===== src/rtl/alu_seq_pkg.sv =====
// alu_seq_pkg: opcodes, FSM states, default widths and opcode classifiers for alu_sequencer.
package alu_seq_pkg;
    localparam int DATA_W_DEF = 16;
    localparam int OP_W_DEF = 4;
    localparam logic [OP_W_DEF-1:0] OP_ADD = 4'd1;
    localparam logic [OP_W_DEF-1:0] OP_SUB = 4'd2;
    localparam logic [OP_W_DEF-1:0] OP_NOT = 4'd3;
    localparam logic [OP_W_DEF-1:0] OP_AND = 4'd4;
    localparam logic [OP_W_DEF-1:0] OP_OR = 4'd5;
    localparam logic [OP_W_DEF-1:0] OP_XOR = 4'd6;
    localparam logic [OP_W_DEF-1:0] OP_XNOR = 4'd7;
    typedef enum logic [2:0] {IDLE, LOAD_A, LOAD_B, EXEC, RESP} state_t;
    function automatic logic is_legal_op(input logic [OP_W_DEF-1:0] op);
        return op >= OP_ADD && op <= OP_XNOR;
    endfunction
    function automatic logic is_unary_op(input logic [OP_W_DEF-1:0] op);
        return op == OP_NOT;
    endfunction
endpackage


===== src/rtl/alu_seq_if.sv =====
// alu_seq_if: request/response handshake plus shared-bus and ALU control for alu_sequencer.
// ALU_SEQ_FLAGS_EN adds the rsp_zero/rsp_neg result flags.
interface alu_seq_if import alu_seq_pkg::*; #(
    parameter int DATA_W = DATA_W_DEF,
    parameter int OP_W = OP_W_DEF
);
    logic req_valid;
    logic req_ready;
    logic [OP_W-1:0] req_op;
    logic [DATA_W-1:0] req_a;
    logic [DATA_W-1:0] req_b;
    logic rsp_valid;
    logic rsp_ready;
    logic [DATA_W-1:0] rsp_data;
    logic rsp_err;
    logic [DATA_W-1:0] bus_drv;
    logic bus_drv_en;
    logic [DATA_W-1:0] bus_in;
    logic alu_latch1_en;
    logic alu_latch2_en;
    logic [OP_W-1:0] alu_control;
    logic alu_out_en;
    logic busy;
`ifdef ALU_SEQ_FLAGS_EN
    logic rsp_zero;
    logic rsp_neg;
`endif
    modport master (
        output req_valid, req_op, req_a, req_b, rsp_ready, bus_in,
        input req_ready, rsp_valid, rsp_data, rsp_err, bus_drv, bus_drv_en,
        input alu_latch1_en, alu_latch2_en, alu_control, alu_out_en, busy
`ifdef ALU_SEQ_FLAGS_EN
        , input rsp_zero, rsp_neg
`endif
    );
    modport slave (
        input req_valid, req_op, req_a, req_b, rsp_ready, bus_in,
        output req_ready, rsp_valid, rsp_data, rsp_err, bus_drv, bus_drv_en,
        output alu_latch1_en, alu_latch2_en, alu_control, alu_out_en, busy
`ifdef ALU_SEQ_FLAGS_EN
        , output rsp_zero, rsp_neg
`endif
    );
endinterface


===== src/rtl/alu_sequencer.sv =====
// alu_sequencer: sequences operand loads, ALU execute and result return over a shared bus.
// Define ALU_SEQ_FLAGS_EN to add registered rsp_zero/rsp_neg result flags.
module alu_sequencer import alu_seq_pkg::*; #(
    parameter int DATA_W = DATA_W_DEF,
    parameter int OP_W = OP_W_DEF,
    parameter int SETTLE_CYCLES = 1
) (
    input logic clk,
    input logic reset,
    alu_seq_if.slave io
);
    state_t state, state_nxt;
    logic live;
    logic [OP_W-1:0] op_q;
    logic [DATA_W-1:0] a_q, b_q, data_q;
    logic err_q;
    logic [3:0] cnt;
    logic accept, exec_done;
    // live keeps req_ready low for the whole time reset is held, even though state is already IDLE
    assign accept = state == IDLE && live && io.req_valid;
    assign exec_done = state == EXEC && cnt == 4'd0;
    always_ff @(posedge clk) begin
        if (!reset) begin
            state <= IDLE;
            live <= 1'b0;
            op_q <= '0;
            a_q <= '0;
            b_q <= '0;
            data_q <= '0;
            err_q <= 1'b0;
            cnt <= 4'd0;
        end else begin
            state <= state_nxt;
            live <= 1'b1;
            if (accept) begin
                op_q <= io.req_op;
                a_q <= io.req_a;
                b_q <= io.req_b;
                data_q <= '0;
                err_q <= !is_legal_op(io.req_op);
            end
            if (state_nxt == EXEC && state != EXEC) cnt <= 4'(SETTLE_CYCLES - 1);
            else if (state == EXEC && cnt != 4'd0) cnt <= cnt - 4'd1;
            if (exec_done) data_q <= io.bus_in;
        end
    end
    always_comb begin
        state_nxt = state == IDLE ? (accept ? (is_legal_op(io.req_op) ? LOAD_A : RESP) : IDLE)
                  : state == LOAD_A ? (is_unary_op(op_q) ? EXEC : LOAD_B)
                  : state == LOAD_B ? EXEC
                  : state == EXEC ? (exec_done ? RESP : EXEC)
                  : (state == RESP && !io.rsp_ready) ? RESP : IDLE;
        io.req_ready = state == IDLE && live;
        io.rsp_valid = state == RESP;
        io.rsp_data = data_q;
        io.rsp_err = err_q;
        io.bus_drv_en = state == LOAD_A || state == LOAD_B;
        io.bus_drv = state == LOAD_A ? a_q : state == LOAD_B ? b_q : '0;
        io.alu_latch1_en = state == LOAD_A;
        io.alu_latch2_en = state == LOAD_B;
        io.alu_control = state == EXEC ? op_q : '0;
        io.alu_out_en = state == EXEC;
        io.busy = state != IDLE;
    end
`ifdef ALU_SEQ_FLAGS_EN
    logic zero_q, neg_q;
    always_ff @(posedge clk) begin
        if (!reset || accept) begin
            zero_q <= 1'b0;
            neg_q <= 1'b0;
        end else if (exec_done) begin
            zero_q <= io.bus_in == '0;
            neg_q <= io.bus_in[DATA_W-1];
        end
    end
    assign io.rsp_zero = zero_q;
    assign io.rsp_neg = neg_q;
`endif
endmodule


===== src/flat_wrapper.sv =====
// flat-port wrapper written by rule: the top's interface ports become plain ports
module alu_sequencer_flat import alu_seq_pkg::*;
#(
    parameter int DATA_W = DATA_W_DEF,
    parameter int OP_W = OP_W_DEF,
    parameter int SETTLE_CYCLES = 1
)
  (clk, reset, io_req_valid, io_req_op, io_req_a, io_req_b, io_rsp_ready, io_bus_in, io_req_ready, io_rsp_valid, io_rsp_data, io_rsp_err, io_bus_drv, io_bus_drv_en, io_alu_latch1_en, io_alu_latch2_en, io_alu_control, io_alu_out_en, io_busy);
  alu_seq_if #(.DATA_W(DATA_W), .OP_W(OP_W)) io_i ();
  input logic clk;
  input logic reset;
  input wire logic [$bits(io_i.req_valid)-1:0] io_req_valid;
  input wire logic [$bits(io_i.req_op)-1:0] io_req_op;
  input wire logic [$bits(io_i.req_a)-1:0] io_req_a;
  input wire logic [$bits(io_i.req_b)-1:0] io_req_b;
  input wire logic [$bits(io_i.rsp_ready)-1:0] io_rsp_ready;
  input wire logic [$bits(io_i.bus_in)-1:0] io_bus_in;
  output wire logic [$bits(io_i.req_ready)-1:0] io_req_ready;
  output wire logic [$bits(io_i.rsp_valid)-1:0] io_rsp_valid;
  output wire logic [$bits(io_i.rsp_data)-1:0] io_rsp_data;
  output wire logic [$bits(io_i.rsp_err)-1:0] io_rsp_err;
  output wire logic [$bits(io_i.bus_drv)-1:0] io_bus_drv;
  output wire logic [$bits(io_i.bus_drv_en)-1:0] io_bus_drv_en;
  output wire logic [$bits(io_i.alu_latch1_en)-1:0] io_alu_latch1_en;
  output wire logic [$bits(io_i.alu_latch2_en)-1:0] io_alu_latch2_en;
  output wire logic [$bits(io_i.alu_control)-1:0] io_alu_control;
  output wire logic [$bits(io_i.alu_out_en)-1:0] io_alu_out_en;
  output wire logic [$bits(io_i.busy)-1:0] io_busy;
  assign io_i.req_valid = io_req_valid;
  assign io_i.req_op = io_req_op;
  assign io_i.req_a = io_req_a;
  assign io_i.req_b = io_req_b;
  assign io_i.rsp_ready = io_rsp_ready;
  assign io_i.bus_in = io_bus_in;
  assign io_req_ready = io_i.req_ready;
  assign io_rsp_valid = io_i.rsp_valid;
  assign io_rsp_data = io_i.rsp_data;
  assign io_rsp_err = io_i.rsp_err;
  assign io_bus_drv = io_i.bus_drv;
  assign io_bus_drv_en = io_i.bus_drv_en;
  assign io_alu_latch1_en = io_i.alu_latch1_en;
  assign io_alu_latch2_en = io_i.alu_latch2_en;
  assign io_alu_control = io_i.alu_control;
  assign io_alu_out_en = io_i.alu_out_en;
  assign io_busy = io_i.busy;
  alu_sequencer #(.DATA_W(DATA_W), .OP_W(OP_W), .SETTLE_CYCLES(SETTLE_CYCLES)) u_core (.clk(clk), .reset(reset), .io(io_i));
endmodule

===== config.mk =====
export PLATFORM = sky130hd
export DESIGN_NAME = alu_sequencer_flat
export DESIGN_NICKNAME = d
export VERILOG_FILES = /design/src/rtl/alu_seq_pkg.sv /design/src/rtl/alu_seq_if.sv /design/src/rtl/alu_sequencer.sv /design/src/flat_wrapper.sv
export SDC_FILE = /design/constraint.sdc
export NUM_CORES = 1
export LEC_CHECK = 0
export ABC_AREA = 1
export CORE_ASPECT_RATIO = 0.7
export CORE_MARGIN = 2
export CORE_UTILIZATION = 30
export CTS_CLUSTER_SIZE = 25
export DETAILED_ROUTE_END_ITERATION = 6
export MAX_ROUTING_LAYER = met4
export PLACE_DENSITY = 0.63
export SYNTH_ARGS = -nofsm -noshare
export SYNTH_HDL_FRONTEND = slang
export SYNTH_SLANG_ARGS = --single-unit

===== constraint.sdc =====
create_clock -name clk -period 1.4 [get_ports clk]
set_input_delay 0.28 -clock clk [delete_from_list [all_inputs] [get_ports clk]]
set_output_delay 0.28 -clock clk [all_outputs]
set_load 0.01 [all_outputs]

==> results of run 1 <==
[metal layers]
| metal | vias up | track usage |
|---|---|---|
| met4 | 0 | 0.0470 |
| met2 | 74 | 0.295 |
| met3 | 4 | 0.0524 |
| met5 | - | - |
| met1 | 1261 | 0.220 |
| li1 | 1359 | - |
[sequential cells by signal, indices dropped and copies added (netlist names)]
name,count
u_core.state,3
u_core.io.rsp_err,1
u_core.cnt,4
u_core.io.rsp_data,16
u_core.b_q,16
u_core.a_q,16
u_core.live,1
u_core.op_q,4
[worst min-delay path: cells and delay by family (launching register included)]
family,cells,cell delay (ns)
compound gates,1,0.05
flops,1,0.30
simple gates,1,0.05
[area by class of cell]
cell class	instances	area, um2	share of cell area
timing repair buffer	144	1470	0.318
multi-input combinational	231	1320	0.285
sequential	61	1220	0.265
clock buffer	10	229	0.0496
tap	120	150	0.0325
clock inverter	6	135	0.0293
inverter	21	91.3	0.0198
[worst min path at each step]
stage | endpoint | cells after the start | from
6_report | u_core.io.rsp_err | 2 | u_core.io.rsp_err
5_1_grt | u_core.b_q[8] | 2 | u_core.b_q[8]
4_1_cts | u_core.io.rsp_err | 2 | u_core.io.rsp_err
3_5_place_dp | u_core.io.rsp_err | 2 | u_core.io.rsp_err
3_3_place_gp | u_core.b_q[13] | 2 | u_core.b_q[13]
2_1_floorplan | u_core.live | 0 | reset
[per-stage QoR]
stage,worst slack [ns],instances,utilization,setup TNS [ns],area (um2)
finish,-0.269,593,0.547,-12.21,4620
global placement,-0.285,557,0.459,-13.34,3870
floorplan,0.0158,331,-,0,2610
global route,-0.355,593,0.547,-17.58,4620
CTS,-0.272,586,0.528,-11.04,4460
detailed placement,-0.324,557,0.459,-14.50,3870
[layout by cell type, fill, tap and decap left out, drive strengths merged]
cell / synthesis / layout
a21oi: 55 / 55
a22o: 16 / 16
a31oi: 1 / 1
buf: 12 / 69
bufinv: 0 / 4
clkbuf: 6 / 12
clkdlybuf4s15: 0 / 1
clkdlybuf4s50: 0 / 55
clkinvlp: 0 / 2
dfxtp: 61 / 61
dlygate4sd2: 0 / 17
ha: 2 / 2
inv: 20 / 21
nand2: 110 / 110
nand3: 20 / 20
nand3b: 1 / 1
nor2: 19 / 19
nor3: 1 / 1
o21ai: 2 / 2
o21bai: 1 / 1
or2: 1 / 1
xnor2: 1 / 1
xor2: 1 / 1
[power groups by stage]
| stage | sequential [mW] | combinational, mW | clock (mW) |
|---|---|---|---|
| floorplan | 1.87 | 0.256 | 0 |
| global placement | 1.88 | 0.571 | 0 |
| detailed placement | 1.88 | 0.576 | 0 |
| CTS | 1.84 | 0.738 | 2.76 |
| global route | 1.85 | 0.837 | 2.83 |
| finish | 1.84 | 0.782 | 2.70 |
[kinds of logic (layout without fill, tap and decap cells)]
kind of cell	Yosys count	after routing	synth area share
simple gates	152	152	0.258
compound gates	75	75	0.183
xor+xnor	2	2	0.00674
flops	61	61	0.469
buf+inv	39	181	0.0726
fa+ha+maj	2	2	0.00962
[repair_timing]
action	in CTS	in global routing
pin swaps	9	12
hold buffers	0	0
buffers inserted	7	6
endpoints found under the setup margin	102	86
resized for setup	174	24
gates cloned	6	2
==> reports/qor.csv, run 1 <==
metric;value;unit
crit-path cells;buf_4 > nor2_4 > nand2_4 > buf_6 > nor3_4 > buf_6 > buf_4 > buf_16 > nand2_1 > a21oi_1;
Switching Share;0.217;
Top FF cell, synth;dfxtp_1;
post-synth top area share;0.469;
H-tree depth;3;
Post-synth top cells;nand2_1, dfxtp_1, a21oi_1;
met3 WL post-DR;441;um
Crit path depth;10;
Worst-Skew Late Latency;0.32;ns
GR Overflow Total;0;
Max Cap Violations;0;
crit start category;flip-flop;
RR Startpoint;u_core.state[1];
met2 routed WL;3.95;mm
P_sw;1.16;mW
fin crit period;1.67;ns
clock tree sinks;61;
Seq/Total Area, Yosys;0.469;
element type at the critical path end;flip-flop;
Synth Area per Inst;7.86;um2
Via-to-Cell Ratio;4.55;
Peak VDD IR;517;uV
Worst path slowest cell;dfxtp_2;
Top Metal Used;met4;
r2r setup slk;-0.27;ns
GRT Overall Usage;0.180;
number of global-route vias before repair;2549;
main area contributors after synthesis;dfxtp_1, nand2_1, a21oi_1;
CTS buffer count;9;
skew final;0.00515;ns
Mapped Cells;331;
Yosys cell types;28;
Clk pwr share;0.507;
Cell Rows;28;
Critical path buffers and inverters;5;
share of layout cells above drive strength 1;0.304;
ys async rst share;0;
Tightest Pin Transition;0.322;ns
PwrDens;1150;nW/um2
io pins;100;
root cell of the clock tree;clkbuf_16;
DR WL/cell;14.0;um
final clock period utilization by the worst path;1.19;
Hold Fails Final Rpt;0;
DRC viols;0;
nets@finish;526;
Final Max Tran Viols;0;
Hold Slack;0.452;ns
Worst EP required;1.66;ns
total power draw;5.33;mW
die width;115;um
Detailed Route Iter0 Violations;122;
RR Endpoint;u_core.b_q[14];
die height;81.9;um
cell family with most CP delay;buffers and inverters;
cell taking the most area after synthesis;dfxtp_1;
clk buf depth;2;
# fillers;763;
fmax;599;MHz
Setup WS post-layout;-0.269;ns
status;finished, violations left;
M1 WL;3.84;mm
Rel. slew slack;0.784;
initial antenna violation count;0;
CP startpoint;u_core.state[1];
detailed-route via count;2698;
pin count of the biggest net entering global routing;37;
ANT cells;0;
ANT nets after route;0;
Leakage;1.91;nW
cells on worst reg2reg path;10;
worst setup path end;u_core.b_q[14];
number of synthesized flops with an enable pin;0;
Synth Cell Area;2600;um2
Crit path largest cell delay;0.33;ns
Synth Register Bits;61;
Core ar.;8440;um2
Clk pin slew, worst setup/hold paths;0.05;ns
Syn Nets;389;
RSZ-0062 raised after global routing;yes;
Area growth, synth to finish;77.4;%
final setup fails;84;
CTS tree;built;
type of the most critical hold path;flip-flop to flip-flop;
Cell Int Power;4.17;mW
Detailed Routing Iterations Pass 1;4;
Post-DP HPWL;5.02;mm
GPL Wtd Cong;0.831;
initial core utilization;0.308;
critical path peak fanout;4;
combinational fraction of design power;0.147;
first-pass GRT wire length;12.6;mm
Die Area;9440;um2
Reg power frac;0.346;
# port buffers;99;
Total Wirelength;8.28;mm
Crit path arrival time;1.93;ns
cell with the most instances after synthesis;nand2_1;
Synth Warn #;0;
failing checks;negative setup slack;
kind of critical path;flip-flop to flip-flop;
Power figures use the tool's default switching activity.
==> run 2, diff against run 1 <==
Settings changed: ABC_AREA 1 to 0, PLACE_DENSITY 0.63 to 0.62.
==> reports/qor.csv, run 2 <==
metric;value;unit;change
status;finished, violations left;;
failing checks;negative setup slack;;
# port buffers;99;;unchanged
Seq/Total Area, Yosys;0.460;;-0.00973
post-synthesis mux area share;0;;unchanged
kind of critical path;flip-flop to output port;;
Area growth, synth to finish;92.3;%;
ys async rst share;0;;unchanged
final setup fails;52;;-38%
Layout Cells excl Fill;584;;-1.5%
Cell Rows;28;;unchanged
Crit path arrival time;1.45;ns;-0.48 ns
Post-DP HPWL;6.17;mm;+23%
Detailed Route Iter0 Violations;126;;+3.3%
ANT cells;0;;unchanged
Total Wirelength;10.3;mm;+24%
Core ar.;8510;um2;+0.83%
pin count of the biggest net entering global routing;34;;-8.1%
clk buf depth;2;;unchanged
root cell of the clock tree;clkbuf_16;;
GRT Overall Usage;0.198;;+0.0177
largest family of logic cells by synthesized area;compound AO/OA/AOI/OAI gates;;
Tightest Pin Transition;0.447;ns;+0.124 ns
element type at the critical path end;output port;;
crit start category;flip-flop;;
Synth Area per Inst;8.28;um2;+5.3%
cells on worst reg2reg path;6;;-4
r2r setup slk;-0.27;ns;about the same
main area contributors after synthesis;dfxtp_1, a21oi_1, nand3_1;;
first-pass GRT wire length;14.1;mm;+12%
GR Overflow Total;0;;unchanged
Synth Register Bits;61;;unchanged
DR WL/cell;17.6;um;+26%
cell taking the most area after synthesis;dfxtp_1;;
Inst Count DP;545;;-2.2%
CP startpoint;u_core.state[1];;
RR Startpoint;u_core.state[0];;
Leakage;1.97;nW;+3.4%
detailed-route via count;3074;;+14%
cell with the most instances after synthesis;dfxtp_1;;
die width;116;um;+1.0%
Post-Synth Simple-Gate Area;0.188;;-0.0704
final core occ;0.600;;+0.0534
Syn Nets;379;;-2.6%
final clock period utilization by the worst path;1.23;;+0.0414
clock tree sinks;61;;unchanged
Hold Slack;0.461;ns;+0.00883 ns
Max Cap Violations;0;;unchanged
post-synth top area share;0.460;;-0.00973
Die Area;9630;um2;+2.0%
GPL Wtd Cong;0.848;;+2.1%
number of synthesized flops with an enable pin;0;;unchanged
initial core utilization;0.312;;+0.00393
commonest non-fill, non-tap cell in the layout;dfxtp_1;;
Worst-Skew Late Latency;0.32;ns;about the same
Setup WS post-layout;-0.327;ns;-0.0580 ns
Rel. slew slack;0.702;;-0.0822
worst setup path end;io_bus_drv_en;;
share of layout cells above drive strength 1;0.427;;+0.122
nets@finish;517;;-1.7%
Via-to-Cell Ratio;5.26;;+16%
PwrDens;1760;nW/um2;+53%
dpl ws;-0.399;ns;-0.0751 ns
Yosys cell types;39;;+39%
complex-gate fraction of the synthesized area;0.279;;+0.0956
H-tree depth;3;;unchanged
CTS buffer count;9;;unchanged
RSZ-0062 raised after global routing;yes;;
initial antenna violation count;0;;unchanged
fmax;579;MHz;-3.4%
die height;82.7;um;+1.0%
Peak VDD IR;994;uV;+92%
Mapped Cells;321;;-3.0%
skew final;0.00725;ns;+0.00209 ns
CTS tree;built;;
DRC viols;0;;unchanged
most frequent cells in the layout;dfxtp_1, clkdlybuf4s50_1, nand3_1, nand2_1, buf_4;;
Synth Warn #;0;;unchanged
Final Max Tran Viols;0;;unchanged
Hold Fails Final Rpt;0;;unchanged
Post-synth top cells;dfxtp_1, a21oi_1, nand3_1, o21ai_0, nand2_1;;
type of the most critical hold path;flip-flop to flip-flop;;
number of global-route vias before repair;2810;;+10%
total power draw;8.99;mW;+69%
critical path peak fanout;8;;+4
Synth Cell Area;2660;um2;+2.1%
RR Endpoint;u_core.cnt[2];;
Detailed Routing Iterations Pass 1;4;;unchanged
ANT nets after route;0;;unchanged
adder-cell share of the synthesized area;0.00942;;-0.000199
fin crit period;1.73;ns;+0.0580 ns
post-synthesis xor/xnor area fraction;0.00330;;-0.00344
Worst EP required;1.12;ns;-0.54 ns
Clk pin slew, worst setup/hold paths;0.05;ns;about the same
Top FF cell, synth;dfxtp_1;;
io pins;100;;unchanged
-- run 2: cell count changes after synthesis, moves of 7 or more --
cell / previous run / this run
a21oi_2: 10 / 0
and2_1: 0 / 7
clkbuf_1: 6 / 22
inv_1: 19 / 6
nand2_1: 97 / 34
nand2_2: 13 / 0
nand3_1: 19 / 38
nor2_1: 16 / 1
o21ai_0: 2 / 38
o22ai_1: 0 / 16
-- run 2: cells by family (layout without fill, tap and decap cells) --
kind of cell	after synthesis	count (layout)
buffers and inverters	39	182
XOR/XNOR	1	1
AO/OA/AOI/OAI	122	122
flip-flops	61	61
adder cells (fa/ha/maj)	2	2
AND/OR/NAND/NOR	96	96
-- run 2: where the power goes --
group	leakage (nW)	switching [mW]	internal (mW)
Combinational	1.33	2.28	2.41
Clock	0.143	0.751	1.42
Sequential	0.499	0.192	1.94
Total	1.97	3.22	5.77
-- run 2: timing repair --
item / in CTS / in global routing
gates resized for setup: 197 / 118
hold buffers: 0 / 0
cloned: 2 / 5
endpoints found under the hold margin: 0 / 0
buffers inserted: 14 / 8
pin swaps: 12 / 52
endpoints found under the setup margin: 101 / 87
-- run 2: routing by layer --
metal,GRT usage,part of all wire
met5,-,0
met1,0.269,0.47
met3,0.0504,0.052
met2,0.286,0.47
met4,0.0679,0.016
-- run 2: worst min-delay path by stage --
stage / start / end / slack [ns] / cells after the start
after floorplan: reset / u_core.live / 0.31 / 0
after global placement: u_core.io.rsp_data[4] / u_core.io.rsp_data[4] / 0.45 / 2
after detailed placement: u_core.io.rsp_data[14] / u_core.io.rsp_data[14] / 0.47 / 2
after CTS: u_core.io.rsp_data[14] / u_core.io.rsp_data[14] / 0.47 / 2
after global routing: u_core.b_q[13] / u_core.b_q[13] / 0.49 / 2
final: u_core.b_q[9] / u_core.b_q[9] / 0.46 / 2
-- run 2: critical path, cell delays in order, from the launching register on --
cell and delay, ns:
dfxtp_4 0.35, nor3b_4 0.15, buf_12 0.13, buf_4 0.13, or2_4 0.22, buf_6 0.12
-- run 2: through the flow --
| stage | instance area, um2 | TNS [ns] |
|---|---|---|
| floorplan | 2750 | -2.35 |
| global placement | 4050 | -17.48 |
| detailed placement | 4050 | -19.27 |
| CTS | 4500 | -10.85 |
| global route | 5110 | -15.38 |
| finish | 5110 | -11.52 |
-- run 2: layout make-up --
class	count	area, um2
Timing Repair Buffer	158	1620
Multi-Input combinational cell	221	1770
Inverter	8	38.8
Sequential cell	61	1230
Tap cell	120	150
Fill cell	710	3400
Clock inverter	4	47.5
Clock buffer	12	246
==> run 3, diff against run 2 <==
Settings changed: GPL_ROUTABILITY_DRIVEN set to 0.
==> results of run 3 <==
Final layout, timing and power as in run 2 (identical DEF).
